## src/rtl/system_qsys_nios2_oci_dct_packer_if.sv

```systemverilog
// rtl/system_qsys_nios2_oci_dct_packer_if.sv - DCT atom input, frame output and monitor bundle
interface system_qsys_nios2_oci_dct_packer_if #(
  parameter int ATOM_W = 2,
  parameter int ATOMS  = 15,
  parameter int CNT_W  = 4,
  parameter int LOST_W = 8
);
  localparam int BUF_W = ATOM_W * ATOMS;

  logic              trc_on;
  logic              atom_valid;
  logic [ATOM_W-1:0] atom;
  logic              flush;
  logic              ovf_clr;
  logic              frame_valid;
  logic [BUF_W-1:0]  frame_data;
  logic [CNT_W-1:0]  frame_count;
  logic              frame_ready;
  logic [BUF_W-1:0]  dct_buffer;
  logic [CNT_W-1:0]  dct_count;
  logic              overflow;
  logic [LOST_W-1:0] lost_count;
  logic              busy;

  modport master (
    input  trc_on, atom_valid, atom, flush, ovf_clr, frame_ready,
    output frame_valid, frame_data, frame_count, dct_buffer, dct_count,
           overflow, lost_count, busy
  );

  modport slave (
    output trc_on, atom_valid, atom, flush, ovf_clr, frame_ready,
    input  frame_valid, frame_data, frame_count, dct_buffer, dct_count,
           overflow, lost_count, busy
  );
endinterface

```

## src/rtl/system_qsys_nios2_oci_dct_packer.sv

```systemverilog
// rtl/system_qsys_nios2_oci_dct_packer.sv - packs 2-bit DCT atoms into 30-bit trace frames
module system_qsys_nios2_oci_dct_packer #(
  parameter int ATOM_W = 2,
  parameter int ATOMS  = 15,
  parameter int CNT_W  = 4,
  parameter int LOST_W = 8
) (
  input  logic clk,
  input  logic reset_n,
  system_qsys_nios2_oci_dct_packer_if.master bus
);
  localparam int BUF_W = ATOM_W * ATOMS;
  localparam logic [CNT_W-1:0]  FULL     = CNT_W'(ATOMS);
  localparam logic [LOST_W-1:0] LOST_MAX = '1;

  typedef enum logic [1:0] {IDLE, RUN, DRAIN} state_t;

  state_t            state;
  logic [BUF_W-1:0]  acc_q;
  logic [CNT_W-1:0]  cnt_q;
  logic              frame_valid_q;
  logic [BUF_W-1:0]  frame_data_q;
  logic [CNT_W-1:0]  frame_count_q;
  logic              overflow_q;
  logic [LOST_W-1:0] lost_q;

  logic              slot_free;
  logic              full;
  logic              xfer;
  logic              accept;
  logic              drop;
  logic [CNT_W-1:0]  base_cnt;
  logic [CNT_W-1:0]  next_cnt;
  logic [BUF_W-1:0]  next_acc;

  // A transfer empties the accumulator first, so a same-cycle atom lands in slot 0.
  always_comb begin
    slot_free = !frame_valid_q | bus.frame_ready;
    full      = (cnt_q == FULL);
    xfer      = slot_free & (((state == RUN) & full) | ((state == DRAIN) & (cnt_q != '0)));
    accept    = (state == RUN) & bus.atom_valid & (!full | xfer);
    drop      = bus.atom_valid & (((state == RUN) & full & !slot_free) | (state == DRAIN));
    base_cnt  = xfer ? '0 : cnt_q;
    next_acc  = xfer ? '0 : acc_q;
    for (int i = 0; i < ATOMS; i++) begin
      if (accept && (base_cnt == CNT_W'(i))) begin
        next_acc[i*ATOM_W +: ATOM_W] = bus.atom;
      end
    end
    next_cnt = base_cnt + {{(CNT_W-1){1'b0}}, accept};
  end

  always_ff @(posedge clk) begin
    if (!reset_n) begin
      state         <= IDLE;
      acc_q         <= '0;
      cnt_q         <= '0;
      frame_valid_q <= 1'b0;
      frame_data_q  <= '0;
      frame_count_q <= '0;
      overflow_q    <= 1'b0;
      lost_q        <= '0;
    end else begin
      acc_q <= next_acc;
      cnt_q <= next_cnt;

      if (xfer) begin
        frame_valid_q <= 1'b1;
        frame_data_q  <= acc_q;
        frame_count_q <= cnt_q;
      end else if (frame_valid_q && bus.frame_ready) begin
        frame_valid_q <= 1'b0;
      end

      // A drop in the same cycle as a clear restarts the count at one.
      if (drop) begin
        overflow_q <= 1'b1;
        if (bus.ovf_clr) begin
          lost_q <= LOST_W'(1);
        end else if (lost_q != LOST_MAX) begin
          lost_q <= lost_q + LOST_W'(1);
        end
      end else if (bus.ovf_clr) begin
        overflow_q <= 1'b0;
        lost_q     <= '0;
      end

      // Decisions use the post-update count so DRAIN is never entered empty.
      case (state)
        IDLE: begin
          if (bus.trc_on) begin
            state <= RUN;
          end
        end
        RUN: begin
          if ((bus.flush || !bus.trc_on) && (next_cnt != '0)) begin
            state <= DRAIN;
          end else if (!bus.trc_on) begin
            state <= IDLE;
          end
        end
        DRAIN: begin
          if (xfer) begin
            state <= bus.trc_on ? RUN : IDLE;
          end
        end
        default: state <= IDLE;
      endcase
    end
  end

  assign bus.frame_valid = frame_valid_q;
  assign bus.frame_data  = frame_data_q;
  assign bus.frame_count = frame_count_q;
  assign bus.dct_buffer  = acc_q;
  assign bus.dct_count   = cnt_q;
  assign bus.overflow    = overflow_q;
  assign bus.lost_count  = lost_q;
  assign bus.busy        = (state != IDLE) | frame_valid_q;
endmodule

```

## src/flat_wrapper.sv

```systemverilog
// flat-port wrapper written by rule: the top's interface ports become plain ports
module system_qsys_nios2_oci_dct_packer_flat 
#(
  parameter int ATOM_W = 2,
  parameter int ATOMS  = 15,
  parameter int CNT_W  = 4,
  parameter int LOST_W = 8
)
  (clk, reset_n, bus_trc_on, bus_atom_valid, bus_atom, bus_flush, bus_ovf_clr, bus_frame_ready, bus_frame_valid, bus_frame_data, bus_frame_count, bus_dct_buffer, bus_dct_count, bus_overflow, bus_lost_count, bus_busy);
  system_qsys_nios2_oci_dct_packer_if #(.ATOM_W(ATOM_W), .ATOMS(ATOMS), .CNT_W(CNT_W), .LOST_W(LOST_W)) bus_i ();
  input  logic clk;
  input  logic reset_n;
  input wire logic [$bits(bus_i.trc_on)-1:0] bus_trc_on;
  input wire logic [$bits(bus_i.atom_valid)-1:0] bus_atom_valid;
  input wire logic [$bits(bus_i.atom)-1:0] bus_atom;
  input wire logic [$bits(bus_i.flush)-1:0] bus_flush;
  input wire logic [$bits(bus_i.ovf_clr)-1:0] bus_ovf_clr;
  input wire logic [$bits(bus_i.frame_ready)-1:0] bus_frame_ready;
  output wire logic [$bits(bus_i.frame_valid)-1:0] bus_frame_valid;
  output wire logic [$bits(bus_i.frame_data)-1:0] bus_frame_data;
  output wire logic [$bits(bus_i.frame_count)-1:0] bus_frame_count;
  output wire logic [$bits(bus_i.dct_buffer)-1:0] bus_dct_buffer;
  output wire logic [$bits(bus_i.dct_count)-1:0] bus_dct_count;
  output wire logic [$bits(bus_i.overflow)-1:0] bus_overflow;
  output wire logic [$bits(bus_i.lost_count)-1:0] bus_lost_count;
  output wire logic [$bits(bus_i.busy)-1:0] bus_busy;
  assign bus_i.trc_on = bus_trc_on;
  assign bus_i.atom_valid = bus_atom_valid;
  assign bus_i.atom = bus_atom;
  assign bus_i.flush = bus_flush;
  assign bus_i.ovf_clr = bus_ovf_clr;
  assign bus_i.frame_ready = bus_frame_ready;
  assign bus_frame_valid = bus_i.frame_valid;
  assign bus_frame_data = bus_i.frame_data;
  assign bus_frame_count = bus_i.frame_count;
  assign bus_dct_buffer = bus_i.dct_buffer;
  assign bus_dct_count = bus_i.dct_count;
  assign bus_overflow = bus_i.overflow;
  assign bus_lost_count = bus_i.lost_count;
  assign bus_busy = bus_i.busy;
  system_qsys_nios2_oci_dct_packer #(.ATOM_W(ATOM_W), .ATOMS(ATOMS), .CNT_W(CNT_W), .LOST_W(LOST_W)) u_core (.clk(clk), .reset_n(reset_n), .bus(bus_i));
endmodule
```

## config.mk

```make
export PLATFORM = sky130hd
export DESIGN_NAME = system_qsys_nios2_oci_dct_packer_flat
export DESIGN_NICKNAME = d
export VERILOG_FILES = /design/src/rtl/system_qsys_nios2_oci_dct_packer_if.sv /design/src/rtl/system_qsys_nios2_oci_dct_packer.sv /design/src/flat_wrapper.sv
export SDC_FILE = /design/constraint.sdc
export NUM_CORES = 1
export LEC_CHECK = 0
export ABC_AREA = 1
export BUFFER_PORTS_ARGS = -buffer_cell sky130_fd_sc_hd__buf_2
export CAP_MARGIN = 5
export CORE_MARGIN = 2
export CORE_UTILIZATION = 52
export DETAILED_ROUTE_END_ITERATION = 7
export PLACE_DENSITY = 0.79
export RECOVER_POWER = 50
export SLEW_MARGIN = 20
export SYNTH_ARGS = -nofsm -noshare
export SYNTH_HDL_FRONTEND = slang
export SYNTH_SLANG_ARGS = --single-unit
```

## constraint.sdc

```tcl
create_clock -name clk -period 2.8 [get_ports clk]
set_clock_uncertainty 0.05 [all_clocks]
set_input_delay 0.14 -clock clk [delete_from_list [all_inputs] [get_ports clk]]
set_output_delay 0.14 -clock clk [all_outputs]
set_load 0.02 [all_outputs]
```

==> results.py <==
metrics = {
    "logic_synthesis": {
        "synth-edff-count": 0,
        "synth_area_leaders": "dfxtp_1, nor2_1, nand2_1, nand3_1, o21ai_0",
        "yosys.area.top_type_share": 0.4789,
        "synth_area_um2": 3344,
        "synth_cell_type_count": 30,
        "async_reset_ff_frac": 0,
        "syn_inst": 460,
        "synth_seq_cells": 80,
        "syn_nets": 472,
        "yosys.area.top_type": "dfxtp_1",
        "seq_area_frac_synth": 0.4789,
        "yosysWarnings": 0,
        "avgSynthCellArea_um2": 7.271,
        "synthFlopType": "dfxtp_1",
    },
    "setup_path": {
        "worstPathArrival_ps": 2780,
        "critPathKind": "flop to flop",
        "crit_top_cell": "nand2_2",
        "cp_slowest_cell": "dfxtp_1",
        "r2r_slack_ps": 240,
        "critPathMaxFanout": 30,
        "slowest_delay_ps": 470,
        "endpoint_kind": "flop",
        "worstPathRequired_ps": 3020,
        "path_cells": "nand2_2, nor2_4, nand2_2, nand2_2, nand2_2, buf_4, nand2_2, inv_1, ha_1, or2_2, nor2_1, nand2_1, nand2_1, nand2_1, a21oi_1",
        "start_kind": "flop",
    },
    "die": {
        "core-area_um2": 6277,
        "chipHeight_um": 84.20,
        "rows": 29,
        "die-area_um2": 7089,
        "ioPinCount": 88,
        "initial_core_util": 0.5328,
        "die_x_um": 84.20,
    },
    "timing": {
        "rsz0062_at_grt": "no",
        "relSlewSlack": 0.5985,
        "final_max_slew_viol_count": 0,
        "finalCritPeriodShare": 0.9127,
        "timing.fmax_mhz": 391.3,
        "period_minus_slack_ps": 2556,
        "setup_viol": 0,
        "worst_pin_slew_ps": 602.3,
        "hold_viol_final": 0,
        "tns_ps": 0,
    },
    "cells_and_area": {
        "fillCellCount": 616,
        "layout_common_cells": "nor2_1, clkbuf_1, nand2_1, dfxtp_1, nand3_1",
        "area_delta_synth_final_pct": 16.87,
        "mostFrequentLayoutCell": "nor2_1",
        "fin_nets": 553,
        "n_antenna_cell": 0,
        "drive_above_1_share": 0.1227,
        "instances_no_fill": 623,
    },
    "detailed_routing": {
        "drtAntennaViolNets": 0,
        "detail_route.iter0.violations": 145,
        "drt_first_pass_iters": 4,
        "vias": 3109,
        "finalWirelength_um": 7581,
        "via_per_inst": 4.990,
        "post_drt_wl_per_cell_um": 12.17,
        "drc": 0,
    },
    "clock_network": {
        "cts_root_buffer": "clkbuf_8",
        "cts_sinks": 80,
        "cts_setup_buffers": 0,
        "cts_tree": "yes",
        "path_clk_slew_ps": 70,
        "cts_made_buffers": 9,
        "cts_buffer_depth": 2,
        "htree_levels": 3,
        "ctsHoldBuffers": 0,
        "worstSkewPairLatency_ps": 350,
    },
    "placed_design": {
        "gp_congestion": 0.8912,
        "portBuffers": 87,
        "dp_hpwl_um": 5300,
        "dp_cells": 607,
    },
    "grt": {
        "overflow": 0,
        "track_usage": 0.2188,
        "grt_pass1_vias": 2714,
        "grt_start_max_net_pins": 40,
        "antenna_found_initial": 0,
        "grt_pass1_wl_um": 12700,
    },
    "power_and_ir_drop": {
        "ir_worst_vdd_uv": 393.5,
        "power.total_mw": 2.074,
        "power_density_nw_per_um2": 530.6,
        "leakagePower_nw": 1.483,
    },
    "flow_run": {
        "cap_viol_max_count": 0,
    },
    "outcome": {
        "status": "finished, final reports clean",
    },
    "min_path": {
        "hold_path_class": "input port to flop",
    },
}
## worst paths after layout
check                                             start                   to  cells after the start
worst max-delay path            u_core.bus.dct_count[0]      u_core.state[0]                     15
worst max register to register  u_core.bus.dct_count[0]      u_core.state[0]                     15
worst min-delay path                         bus_trc_on      u_core.state[0]                      3
worst min register to register      u_core.bus.overflow  u_core.bus.overflow                      2
## cells by family after synthesis
| family | synth area share |
|---|---|
| AND/OR/NAND/NOR | 0.2937 |
| adder cells (fa/ha/maj) | 0.01122 |
| buffers and inverters | 0.07595 |
| AO/OA/AOI/OAI | 0.1403 |
| flip-flops | 0.4789 |
## cell type report
class / instances / area, µm² / share of cell area
Clock buffer: 10 / 127.6 / 0.03265
Clock inverter: 6 / 60.06 / 0.01536
Inverter: 41 / 153.9 / 0.03937
Multi-Input combinational cell: 317 / 1489 / 0.3809
Sequential cell: 80 / 1605 / 0.4107
Tap cell: 77 / 96.34 / 0.02465
Timing Repair Buffer: 92 / 376.6 / 0.09635
## state kept, by name (all words and copies together) (netlist names)
name / flops
u_core.bus.frame_count: 4
u_core.bus.frame_valid: 1
u_core.bus.dct_count: 4
u_core.state: 2
u_core.bus.lost_count: 8
u_core.bus.dct_buffer: 30
u_core.bus.overflow: 1
u_core.bus.frame_data: 30
## layer usage
| layer | global-route usage | wire, µm | up-vias |
|---|---|---|---|
| met5 | 0 | 0 | - |
| met4 | 0.06598 | 104 | 0 |
| met3 | 0.05506 | 357 | 9 |
| met2 | 0.3391 | 3423 | 63 |
| met1 | 0.3034 | 3695 | 1398 |
| li1 | - | - | 1639 |
## synth_stat cells, types with 2 or more instances
| library cell | n |
|---|---|
| a21oi_1 | 35 |
| a21oi_2 | 7 |
| buf_1 | 2 |
| buf_2 | 4 |
| clkbuf_1 | 13 |
| clkinv_1 | 4 |
| dfxtp_1 | 80 |
| ha_1 | 3 |
| inv_1 | 30 |
| inv_2 | 7 |
| nand2_1 | 77 |
| nand2_2 | 11 |
| nand3_1 | 38 |
| nand4_1 | 2 |
| nor2_1 | 90 |
| nor2_2 | 2 |
| nor2_4 | 2 |
| nor3_1 | 4 |
| o21ai_0 | 37 |
| or2_2 | 2 |
## what timing repair did
action / 4_1_cts / 5_1_grt
setup endpoints to repair: 0 / 2
resized for setup: 0 / 3
hold endpoints to repair: 0 / 0
## power by group
part           internal [mW]  switching, mW  total (mW)
combinational         0.0311         0.0751       0.106
sequential              1.14        0.00620        1.15
clock                  0.407          0.411       0.818
total                   1.58          0.492        2.07
## stage by stage
step	util	hold slack (ps)	worst slack, ps	area [µm²]
2_1_floorplan	-	237.0	233.2	3344
6_report	0.6227	47.71	244.5	3909
5_1_grt	0.6227	47.86	16.97	3909
4_1_cts	0.6374	30.63	178.8	4001
3_5_place_dp	0.6075	400.2	202.9	3814
3_3_place_gp	0.6075	390.0	336.0	3814
## worst max-delay path: cells and delay by family, from the launching register on
kind	cells	cell delay (ps)
compound gates	1	120
simple gates	11	1260
flops	1	470
fa+ha+maj	1	290
buf+inv	2	300
(Power assumes the default switching activity.)
